### src/rtl/axis_fifo.sv
// AXI4-Stream synchronous FIFO, first-word-fall-through, parametrised payload and depth.
// Define AXIS_FIFO_PACKET_MODE_EN for store-and-forward operation with oversize escape.
module axis_fifo #(
  parameter int unsigned DATA_WIDTH      = 16,
  parameter int unsigned USER_WIDTH      = 1,
  parameter int unsigned DEPTH           = 16,
  parameter int unsigned ALMOST_FULL_THR = DEPTH - 2
) (
  input  logic                         ACLK,
  input  logic                         ARESETN,
  input  logic                         S_TVALID,
  output logic                         S_TREADY,
  input  logic [DATA_WIDTH-1:0]        S_TDATA,
  input  logic [USER_WIDTH-1:0]        S_TUSER,
  input  logic                         S_TLAST,
  output logic                         M_TVALID,
  input  logic                         M_TREADY,
  output logic [DATA_WIDTH-1:0]        M_TDATA,
  output logic [USER_WIDTH-1:0]        M_TUSER,
  output logic                         M_TLAST,
  output logic [$clog2(DEPTH+1)-1:0]   count,
  output logic                         almost_full
`ifdef AXIS_FIFO_PACKET_MODE_EN
  ,
  output logic                         pkt_oversize
`endif
);

  localparam int unsigned AW = $clog2(DEPTH);
  localparam int unsigned PW = AW + 1;
  localparam int unsigned CW = $clog2(DEPTH + 1);
  localparam int unsigned EW = 1 + USER_WIDTH + DATA_WIDTH;

  logic [EW-1:0] mem [DEPTH];
  logic [EW-1:0] head;
  logic [PW-1:0] wptr, rptr, wptr_n, rptr_n;
  logic [CW-1:0] count_n;
  logic          wr_c, rd_c;
  logic          full_n, empty_n, m_tvalid_n;

  assign wr_c = S_TVALID & S_TREADY;
  assign rd_c = M_TVALID & M_TREADY;

  // Storage has no reset; entries are {TLAST, TUSER, TDATA}
  always_ff @(posedge ACLK) begin
    if (wr_c) mem[wptr[AW-1:0]] <= {S_TLAST, S_TUSER, S_TDATA};
  end

  assign head    = mem[rptr[AW-1:0]];
  assign M_TLAST = head[EW-1];
  assign M_TUSER = head[DATA_WIDTH +: USER_WIDTH];
  assign M_TDATA = head[DATA_WIDTH-1:0];

  always_comb begin
    wptr_n  = wptr + PW'(wr_c);
    rptr_n  = rptr + PW'(rd_c);
    count_n = count;
    if (wr_c && !rd_c)      count_n = count + CW'(1);
    else if (!wr_c && rd_c) count_n = count - CW'(1);
    full_n  = (wptr_n[AW-1:0] == rptr_n[AW-1:0]) && (wptr_n[AW] != rptr_n[AW]);
    empty_n = (wptr_n == rptr_n);
  end

`ifdef AXIS_FIFO_PACKET_MODE_EN
  logic [CW-1:0] pkt_cnt, pkt_cnt_n;
  logic          esc, esc_n;
  logic          pw_c, pr_c;

  assign pw_c = wr_c & S_TLAST;
  assign pr_c = rd_c & M_TLAST;

  // Full with no complete packet would deadlock; release cut-through until a TLAST leaves
  always_comb begin
    pkt_cnt_n = pkt_cnt;
    if (pw_c && !pr_c)      pkt_cnt_n = pkt_cnt + CW'(1);
    else if (pr_c && !pw_c) pkt_cnt_n = pkt_cnt - CW'(1);
    esc_n = esc;
    if (pr_c) esc_n = 1'b0;
    if (full_n && (pkt_cnt_n == '0)) esc_n = 1'b1;
    m_tvalid_n = !empty_n && ((pkt_cnt_n != '0) || esc_n);
  end

  always_ff @(posedge ACLK or negedge ARESETN) begin
    if (!ARESETN) begin
      pkt_cnt      <= '0;
      esc          <= 1'b0;
      pkt_oversize <= 1'b0;
    end else begin
      pkt_cnt <= pkt_cnt_n;
      esc     <= esc_n;
      if (esc_n) pkt_oversize <= 1'b1;
    end
  end
`else
  assign m_tvalid_n = !empty_n;
`endif

  // Flags are registered from next-state pointers so ready has no path from M_TREADY
  always_ff @(posedge ACLK or negedge ARESETN) begin
    if (!ARESETN) begin
      wptr        <= '0;
      rptr        <= '0;
      count       <= '0;
      S_TREADY    <= 1'b0;
      M_TVALID    <= 1'b0;
      almost_full <= 1'b0;
    end else begin
      wptr        <= wptr_n;
      rptr        <= rptr_n;
      count       <= count_n;
      S_TREADY    <= !full_n;
      M_TVALID    <= m_tvalid_n;
      almost_full <= (count_n >= CW'(ALMOST_FULL_THR));
    end
  end

endmodule

### config.mk
export PLATFORM = sky130hd
export DESIGN_NAME = axis_fifo
export DESIGN_NICKNAME = d
export VERILOG_FILES = /design/src/rtl/axis_fifo.sv
export SDC_FILE = /design/constraint.sdc
export NUM_CORES = 1
export LEC_CHECK = 0
export ABC_AREA = 1
export CELL_PAD_IN_SITES_DETAIL_PLACEMENT = 1
export CELL_PAD_IN_SITES_GLOBAL_PLACEMENT = 1
export CORE_MARGIN = 5
export CORE_UTILIZATION = 52
export CTS_CLUSTER_SIZE = 40
export DETAILED_ROUTE_END_ITERATION = 6
export DONT_BUFFER_PORTS = 1
export PLACE_DENSITY_LB_ADDON = 0.2
export SLEW_MARGIN = 20
export SYNTH_ARGS = -nofsm -noshare
export SYNTH_HDL_FRONTEND = slang
export SYNTH_SLANG_ARGS = --single-unit
### constraint.sdc
create_clock -name ACLK -period 2.1 [get_ports ACLK]
set_input_delay 0.42 -clock ACLK [delete_from_list [all_inputs] [get_ports ACLK]]
set_output_delay 0.42 -clock ACLK [all_outputs]
set_load 0.05 [all_outputs]
Word-level counts from Yosys, hierarchy flattened:

Memories as Yosys holds them, arrays and structs flattened.
Cells that the tools add are included.
W data, S select, Z words.

* add/subtract/negate cells: 4
* order comparisons: 1
* equality and inequality tests: 3
* mux-type cells: 4
* bitwise operators: 2
* reductions and logical operators: 7

Operators by type and width (number)
* $add A5 B1 Y5: 2
* $mux W5: 2
* $add A5 B1 Y5 const B: 1
* $eq A5 B5 Y1: 1
* $ge A5 B4 Y1 const B: 1
* $sub A5 B1 Y5 const B: 1
* $eq A4 B4 Y1: 1
* $logic_not A1 Y1: 4
* $logic_and A1 B1 Y1: 3
* $and A1 B1 Y1: 2
* $mux W1: 2
* $ne A1 B1 Y1: 1

* register bits after elaboration: 18
* memory bits (writable): 288
* input bits: 22
* output and inout port bits: 26
* logic and storage cells: 28
* memories: 1

Memory list
* mem: depth 16, width 18, rd ports 1, clocked after Yosys merged registers in 0, wr ports 1, RTL line 34 `logic [EW-1:0] mem [DEPTH];`

Longest topological paths before layout:

Gate-level depths: netlist of run 1.

* depth after elaboration: 6
* mapped depth: 10

Worst setup path before layout of run 1:

Ideal clock, no wire load.

* kind: flip-flop to flip-flop
* start point: register S_TREADY
* end point: memory mem[12][0] (netlist name), enable pin
* data arrival time: 1878 ps
* data required time: 1707 ps
* setup slack: -171 ps
* stages on the path, launching flop included: 5
* buffers on the path: 0
* cells stage by stage: dfrtp_1 -> nand2_1 -> inv_2 -> nand3_1 -> nor2_1

* cells in the longest elaborated chain, start to end: 3

RTL lines
* from (decl): RTL line 12 `output logic S_TREADY,`
* from (signal assigned): RTL line 111 `S_TREADY <= !full_n;`
* $and A1 B1 Y1: RTL line 41 `assign wr_c = S_TVALID & S_TREADY;`
* $mux W1: RTL line 46 `if (wr_c) mem[wptr[AW-1:0]] <= {S_TLAST, S_TUSER, S_TDATA};`
* $mux W1 (not written as such): RTL line 46
* to (decl): RTL line 34

No other way between the ends.

Worst setup path after layout of run 1:

* start point: register rptr[0]
* end point: output port M_TDATA[5]

* cells in the longest elaborated chain, start to end: 1

RTL lines
* from (decl): RTL line 36 `logic [PW-1:0] wptr, rptr, wptr_n, rptr_n;`
* from (signal assigned): RTL line 109 `rptr <= rptr_n;`
* $mem_v2 Z16 W18
* to (decl): RTL line 18 `output logic [DATA_WIDTH-1:0] M_TDATA,`

No other way between the ends.

==> metrics, run 1 <==
total clock buffers created by CTS=34; Hold Crit Class=in -> reg; RD Place Congestion=0.751; via density per instance=5.98; crit path capture type=primary output; R2R depth=9; critical register-to-register path startpoint=rptr[0]$_DFF_PN0_; drt wl/cell=26.5 um; Cells after Synth=1039; endpoints failing hold=0; port buffer count=0; type of origin of the critical path=flip-flop; met2 Usage GRT=46.0%; Die ar.=27800 um2; worst setup path endpoint=M_TDATA[5]; Final TNS setup=-8.57 ns; DP Cell Count=1369; Clock Latency Late Sink=0.52 ns; Nets=1144; GR peak layer=met2; largest net degree at the start of global routing=40; Max Clock Freq=380 MHz; CP required=1.68 ns; WHS=0.390 ns; #FFs+latches synth=306; syn_nets=1067; die height=167 um; Area growth syn-to-layout=23.6%; Synth cell types=23; Post-Layout Cell Count=1466; worst slack at placement=-0.00435 ns; post-synthesis cell area=12800 um2; Mean Syn Cell Area=12.3 um2; top-count cell post-synth=edfxtp_1; ranking of synthesized cells by area=edfxtp_1, nand3_1, inv_1; number of flops mapped to enable cells by yosys=288; I/O pin total=48; Routed WL=38900 um; CTS H-tree lvls=2; drt pass-1 iters=6; CP Class=reg -> out; capturing point of the worst reg2reg path=M_TVALID$_DFF_PN0_; Initial Utilization=52.6%; Final min period=2.63 ns; Final ANT Viol Nets=0; vias in the first global route=9323; CP Launch Point=rptr[0]$_DFF_PN0_; # DRC=0; Final WS setup=-0.531 ns; Initial DRC Count=885; flop-to-flop setup slack=0.04 ns; Clock Skew=0.0183 ns; routed via count=8768; largest area contributor in the netlist=edfxtp_1; Final Util=65.0%; Worst-Margin Slew=0.787 ns; share of cells above drive strength 1=19.8%; area fraction of the dominant cell type after synthesis=67.8%; worst rel slew slack=47.4%; Max FO, Critical Path=18; GRT Overall Usage=26.9%; DIE WIDTH=167 um; CTS tree=done; met1 usage=34.2%; Final Max Slew Viols=0; outcome=finished with violations; Primary FF master, synth=edfxtp_1; clock sink count=306; antenna violations before repair=2; sequential share of the synthesized area=71.4%; grt ovf=0; RSZ-0062 raised after global routing=true; CP Data Arrival Time=2.21 ns; Final setup viols=18; Lkg Pwr=5.95 nW; fin crit share=125%; post-DP HPWL=20100 um; maxcap violations=0; Worst-path clk slew=0.06 ns; core area=24200 um2; maximum vdd ir drop=1.19 mV; met3 GRT Util=5.07%; Root Buffer Master=clkbuf_16; Row Count=57; failing checks=setup timing; first-pass GRT wire length=56800 um; most instantiated cells after synthesis=edfxtp_1, inv_1, nand2_1; Longest Clk Path Bufs=3; PD cells=1630 nW/um2; FFs w/ async S/R, synth=5.88%; YS warnings=0
cells by family after synthesis:
group / synth area share, %
AO/OA/AOI/OAI: 10.7
XOR/XNOR: 0.755
adder cells (fa/ha/maj): 0.589
buffers and inverters: 7.21
flip-flops: 71.4
AND/OR/NAND/NOR: 9.40
cell type report:
type | instances | area, um2
Clock buffer | 46 | 937
Antenna cell | 1 | 2.50
Timing Repair Buffer | 99 | 1510
Sequential cell | 306 | 9110
Inverter | 164 | 616
Multi-Input combinational cell | 511 | 3070
Fill cell | 2338 | 8480
Tap cell | 324 | 405
Clock inverter | 15 | 123
worst min-delay path by stage:
| stage | from | to | cells past startpoint |
|---|---|---|---|
| after CTS | S_TDATA[3] | mem[10][3]$_DFFE_PP_ | 0 |
| after detailed placement | ARESETN | count[1]$_DFF_PN0_ | 0 |
| after floorplan | ARESETN | M_TVALID$_DFF_PN0_ | 0 |
| after global placement | ARESETN | count[1]$_DFF_PN0_ | 0 |
| final | M_TREADY | count[2]$_DFF_PN0_ | 6 |
| after global routing | M_TREADY | count[2]$_DFF_PN0_ | 6 |
cells in the final DEF (no fill, tap or decap), types with 20 or more instances in the layout:
cell type      instances
dlygate4sd3_1         22
clkbuf_16             35
buf_4                 23
nand2_1              108
o21ai_1               29
a21oi_2               22
buf_12                43
o211ai_1              55
nand3_1              107
nand2_2               20
o21ai_0               43
inv_1                161
a21oi_1               48
edfxtp_1             288
state kept, by name, indices dropped and copies added (netlist names):
signal / flops
M_TVALID: 1
wptr: 5
count: 5
mem: 288
almost_full: 1
rptr: 5
S_TREADY: 1
through the flow:
| stage | cell area [um2] | power, mW |
|---|---|---|
| 2_1_floorplan | 12800 | 14.1 |
| 3_3_place_gp | 13900 | 17.8 |
| 3_5_place_dp | 13900 | 18.2 |
| 4_1_cts | 15500 | 25.2 |
| 5_1_grt | 15800 | 26.8 |
| 6_report | 15800 | 25.8 |
power by group:
group | switching [mW] | internal (mW) | total [mW] | leakage, nW
registers | 0.567 | 7.46 | 8.03 | 2.80
clock network | 2.39 | 3.38 | 5.77 | 0.524
logic | 7.35 | 4.61 | 12.0 | 2.62
worst max-delay path, cell delays in order, from the launching register on:
cell and delay [ns]:
dfrtp_4 0.50, buf_12 0.16, buf_12 0.15, buf_12 0.16, a21oi_2 0.15, o21ai_1 0.08, nand3_1 0.11, nand3_2 0.11
nand2_2 0.12, buf_12 0.14
layer usage:
metal	up-vias	wire, um	part of all wire, %
li1	3827	-	-
met1	4435	15000	39
met2	385	19700	51
met3	119	2740	7.1
met4	2	1510	3.9
met5	-	13	0.033
repair_timing:
action,CTS,global route
endpoints found under the setup margin,18,20
buffers inserted,7,1
resized for setup,68,51
cloned,5,0
pin swaps,22,18
hold buffers,20,2
endpoints found under the hold margin,273,27
(Power assumes the default switching activity.)
==> inputs of run 2 (changes only) <==
--- a/config.mk
+++ b/config.mk
@@ -18,3 +18,4 @@
 export SYNTH_ARGS = -nofsm -noshare
 export SYNTH_HDL_FRONTEND = slang
 export SYNTH_SLANG_ARGS = --single-unit
+export TNS_END_PERCENT = 50
==> run 2 against run 1 <==
  * The flow still finishes with violations (setup timing)
  * Cell area shrank 0.39%
  * Clock skew rose by 0.0010 ns
  * Total power shrank 0.22%
  * Non-clock buffer count is 8 higher
  * Register-to-register slack improved by 0.10 ns
  * Die area stayed put
  * Combinational power about the same
  * Clock-buffer cell count is 11 lower
  * Wire length decreased by 1.0%
  * Critical path type unchanged
  * Critical endpoint is now M_TDATA[14]
==> metrics, run 2 (synthesis gave the netlist of run 1 again) <==
share of cells above drive strength 1=20.6%; failing checks=setup timing; PD cells=1640 nW/um2; maximum vdd ir drop=1.16 mV; crit path capture type=primary output; multi-input logic area=3070 um2; Max FO, Critical Path=18; Row Count=57; clock power share=22.6%; Nets=1149; core area=24200 um2; Hold EP=rptr[0]$_DFF_PN0_; Worst-Margin Slew=0.901 ns; DP Cell Count=1381; sequential cell area=9110 um2; port buffer count=0; Hold Crit Class=in -> reg; CTS H-tree lvls=1; Initial Utilization=52.6%; CP required=1.68 ns; CP Data Arrival Time=2.25 ns; Tot Pwr=25.7 mW; min-delay src=M_TREADY; internal power=15.4 mW; Clock Latency Late Sink=0.57 ns; antenna violations before repair=4; Longest Clk Path Bufs=3; leading cell type in the layout, fill and taps excluded=edfxtp_1; Lkg Pwr=5.94 nW; grt ovf=0; DIE WIDTH=167 um; GRT Overall Usage=26.1%; Hold Crit Depth=3; first-pass GRT wire length=55800 um; post-DP HPWL=20500 um; Sequential Power Share=31.2%; clock sink count=306; Die ar.=27800 um2; capturing point of the worst reg2reg path=M_TVALID$_DFF_PN0_; fin crit share=127%; endpoints failing hold=0; Root Buffer Master=clkbuf_16; maxcap violations=0; worst rel slew slack=39.8%; Switching Share=40.1%; Worst-path clk slew=0.07 ns; Clock Skew=0.0193 ns; RD Place Congestion=0.790; vias in the first global route=9280; worst slack at placement=0.00242 ns; max reg flops=288; Final WS setup=-0.574 ns; Post-Layout Cell Count=1471; Initial DRC Count=839; largest net degree at the start of global routing=62; Final ANT Viol Nets=0; Final Max Slew Viols=0; Final min period=2.67 ns; via density per instance=5.90; # DRC=0; drt pass-1 iters=4; WHS=0.337 ns; I/O pin total=48; fill cell count=2346; drt wl/cell=26.2 um; R2R depth=8; CP Class=reg -> out; critical register-to-register path startpoint=S_TREADY$_DFF_PN0_; RSZ-0062 raised after global routing=true; combinational power share=46.3%; outcome=finished with violations; routed via count=8673; total clock buffers created by CTS=31; type of origin of the critical path=flip-flop; CTS tree=done; Final setup viols=18; flop-to-flop setup slack=0.14 ns; Area growth syn-to-layout=23.2%; Routed WL=38500 um; leading cell types in the layout, fill and taps excluded=edfxtp_1, inv_1, nand2_1, nand3_1, o211ai_1; Psw=10.3 mW; die height=167 um; Max Clock Freq=374 MHz
==> run 2: cell count changes in the layout (fill, tap and decap cells not counted), sizes merged <==
cell / previous run / this run
buf: 75 / 85
clkbuf: 46 / 38
inv: 163 / 162
dlygate4sd3: 22 / 19
bufbuf: 2 / 0
bufinv: 2 / 6
diode: 1 / 3
clkinvlp: 0 / 1
clkinv: 14 / 16
==> run 2: what timing repair did <==
item / 4_1_cts / 5_1_grt
buffers inserted: 6 / 0
gates cloned: 2 / 4
resized for setup: 69 / 59
endpoints found under the hold margin: 306 / 0
pin swaps: 24 / 29
endpoints found under the setup margin: 18 / 18
hold buffers: 19 / 0
==> run 2: final cells by class <==
type / count / area share (%)
clock inverter: 21 / 1.62
timing repair buffer: 107 / 9.28
multi-input combinational: 511 / 19.5
sequential: 306 / 58.0
antenna: 3 / 0.0478
inverter: 164 / 3.92
clock buffer: 35 / 5.04
tap: 324 / 2.58
==> run 2: worst max-delay path by stage <==
stage               cells past startpoint              endpoint          startpoint
finish                                  7           M_TDATA[14]   rptr[0]$_DFF_PN0_
global route                            7           M_TDATA[14]   rptr[0]$_DFF_PN0_
CTS                                     8           M_TDATA[12]   rptr[0]$_DFF_PN0_
detailed placement                      7            M_TDATA[0]   rptr[0]$_DFF_PN0_
global placement                        7            M_TDATA[0]   rptr[0]$_DFF_PN0_
floorplan                               4  mem[12][0]$_DFFE_PP_  S_TREADY$_DFF_PN0_
==> run 2: worst max-delay path, cell delays in order, from the launching register on <==
cell       delay [ns]
dfrtp_4          0.54
buf_12           0.19
clkbuf_16        0.19
o21ai_0          0.25
nand3_1          0.15
nand3_2          0.11
nand2_2          0.09
buf_12           0.16
==> run 2: power by group through the flow <==
stage / Clock (mW) / Sequential [mW] / Combinational, mW
floorplan: 0 / 8.05 / 6.01
global placement: 0 / 8.12 / 9.71
detailed placement: 0 / 8.18 / 10.0
CTS: 5.79 / 7.98 / 11.1
global route: 6.15 / 8.07 / 12.5
finish: 5.80 / 8.02 / 11.9
==> run 2: per-layer routing <==
layer / track usage, % / vias to the layer above / part of all wire, %
met5: 0 / - / 0.018
met1: 34.6 / 4436 / 40
met3: 3.84 / 67 / 6.4
met2: 45.2 / 344 / 51
li1: - / 3824 / -
met4: 7.72 / 2 / 2.6
==> run 2: stage by stage <==
step                TNS, ns  utilization, %  area, um2
finish                -8.59            64.8      15700
detailed placement        0            57.3      13900
floorplan            -46.92               -      12800
global placement          0            57.3      13900
CTS                   -8.12            63.7      15400
global route          -9.77            64.8      15700
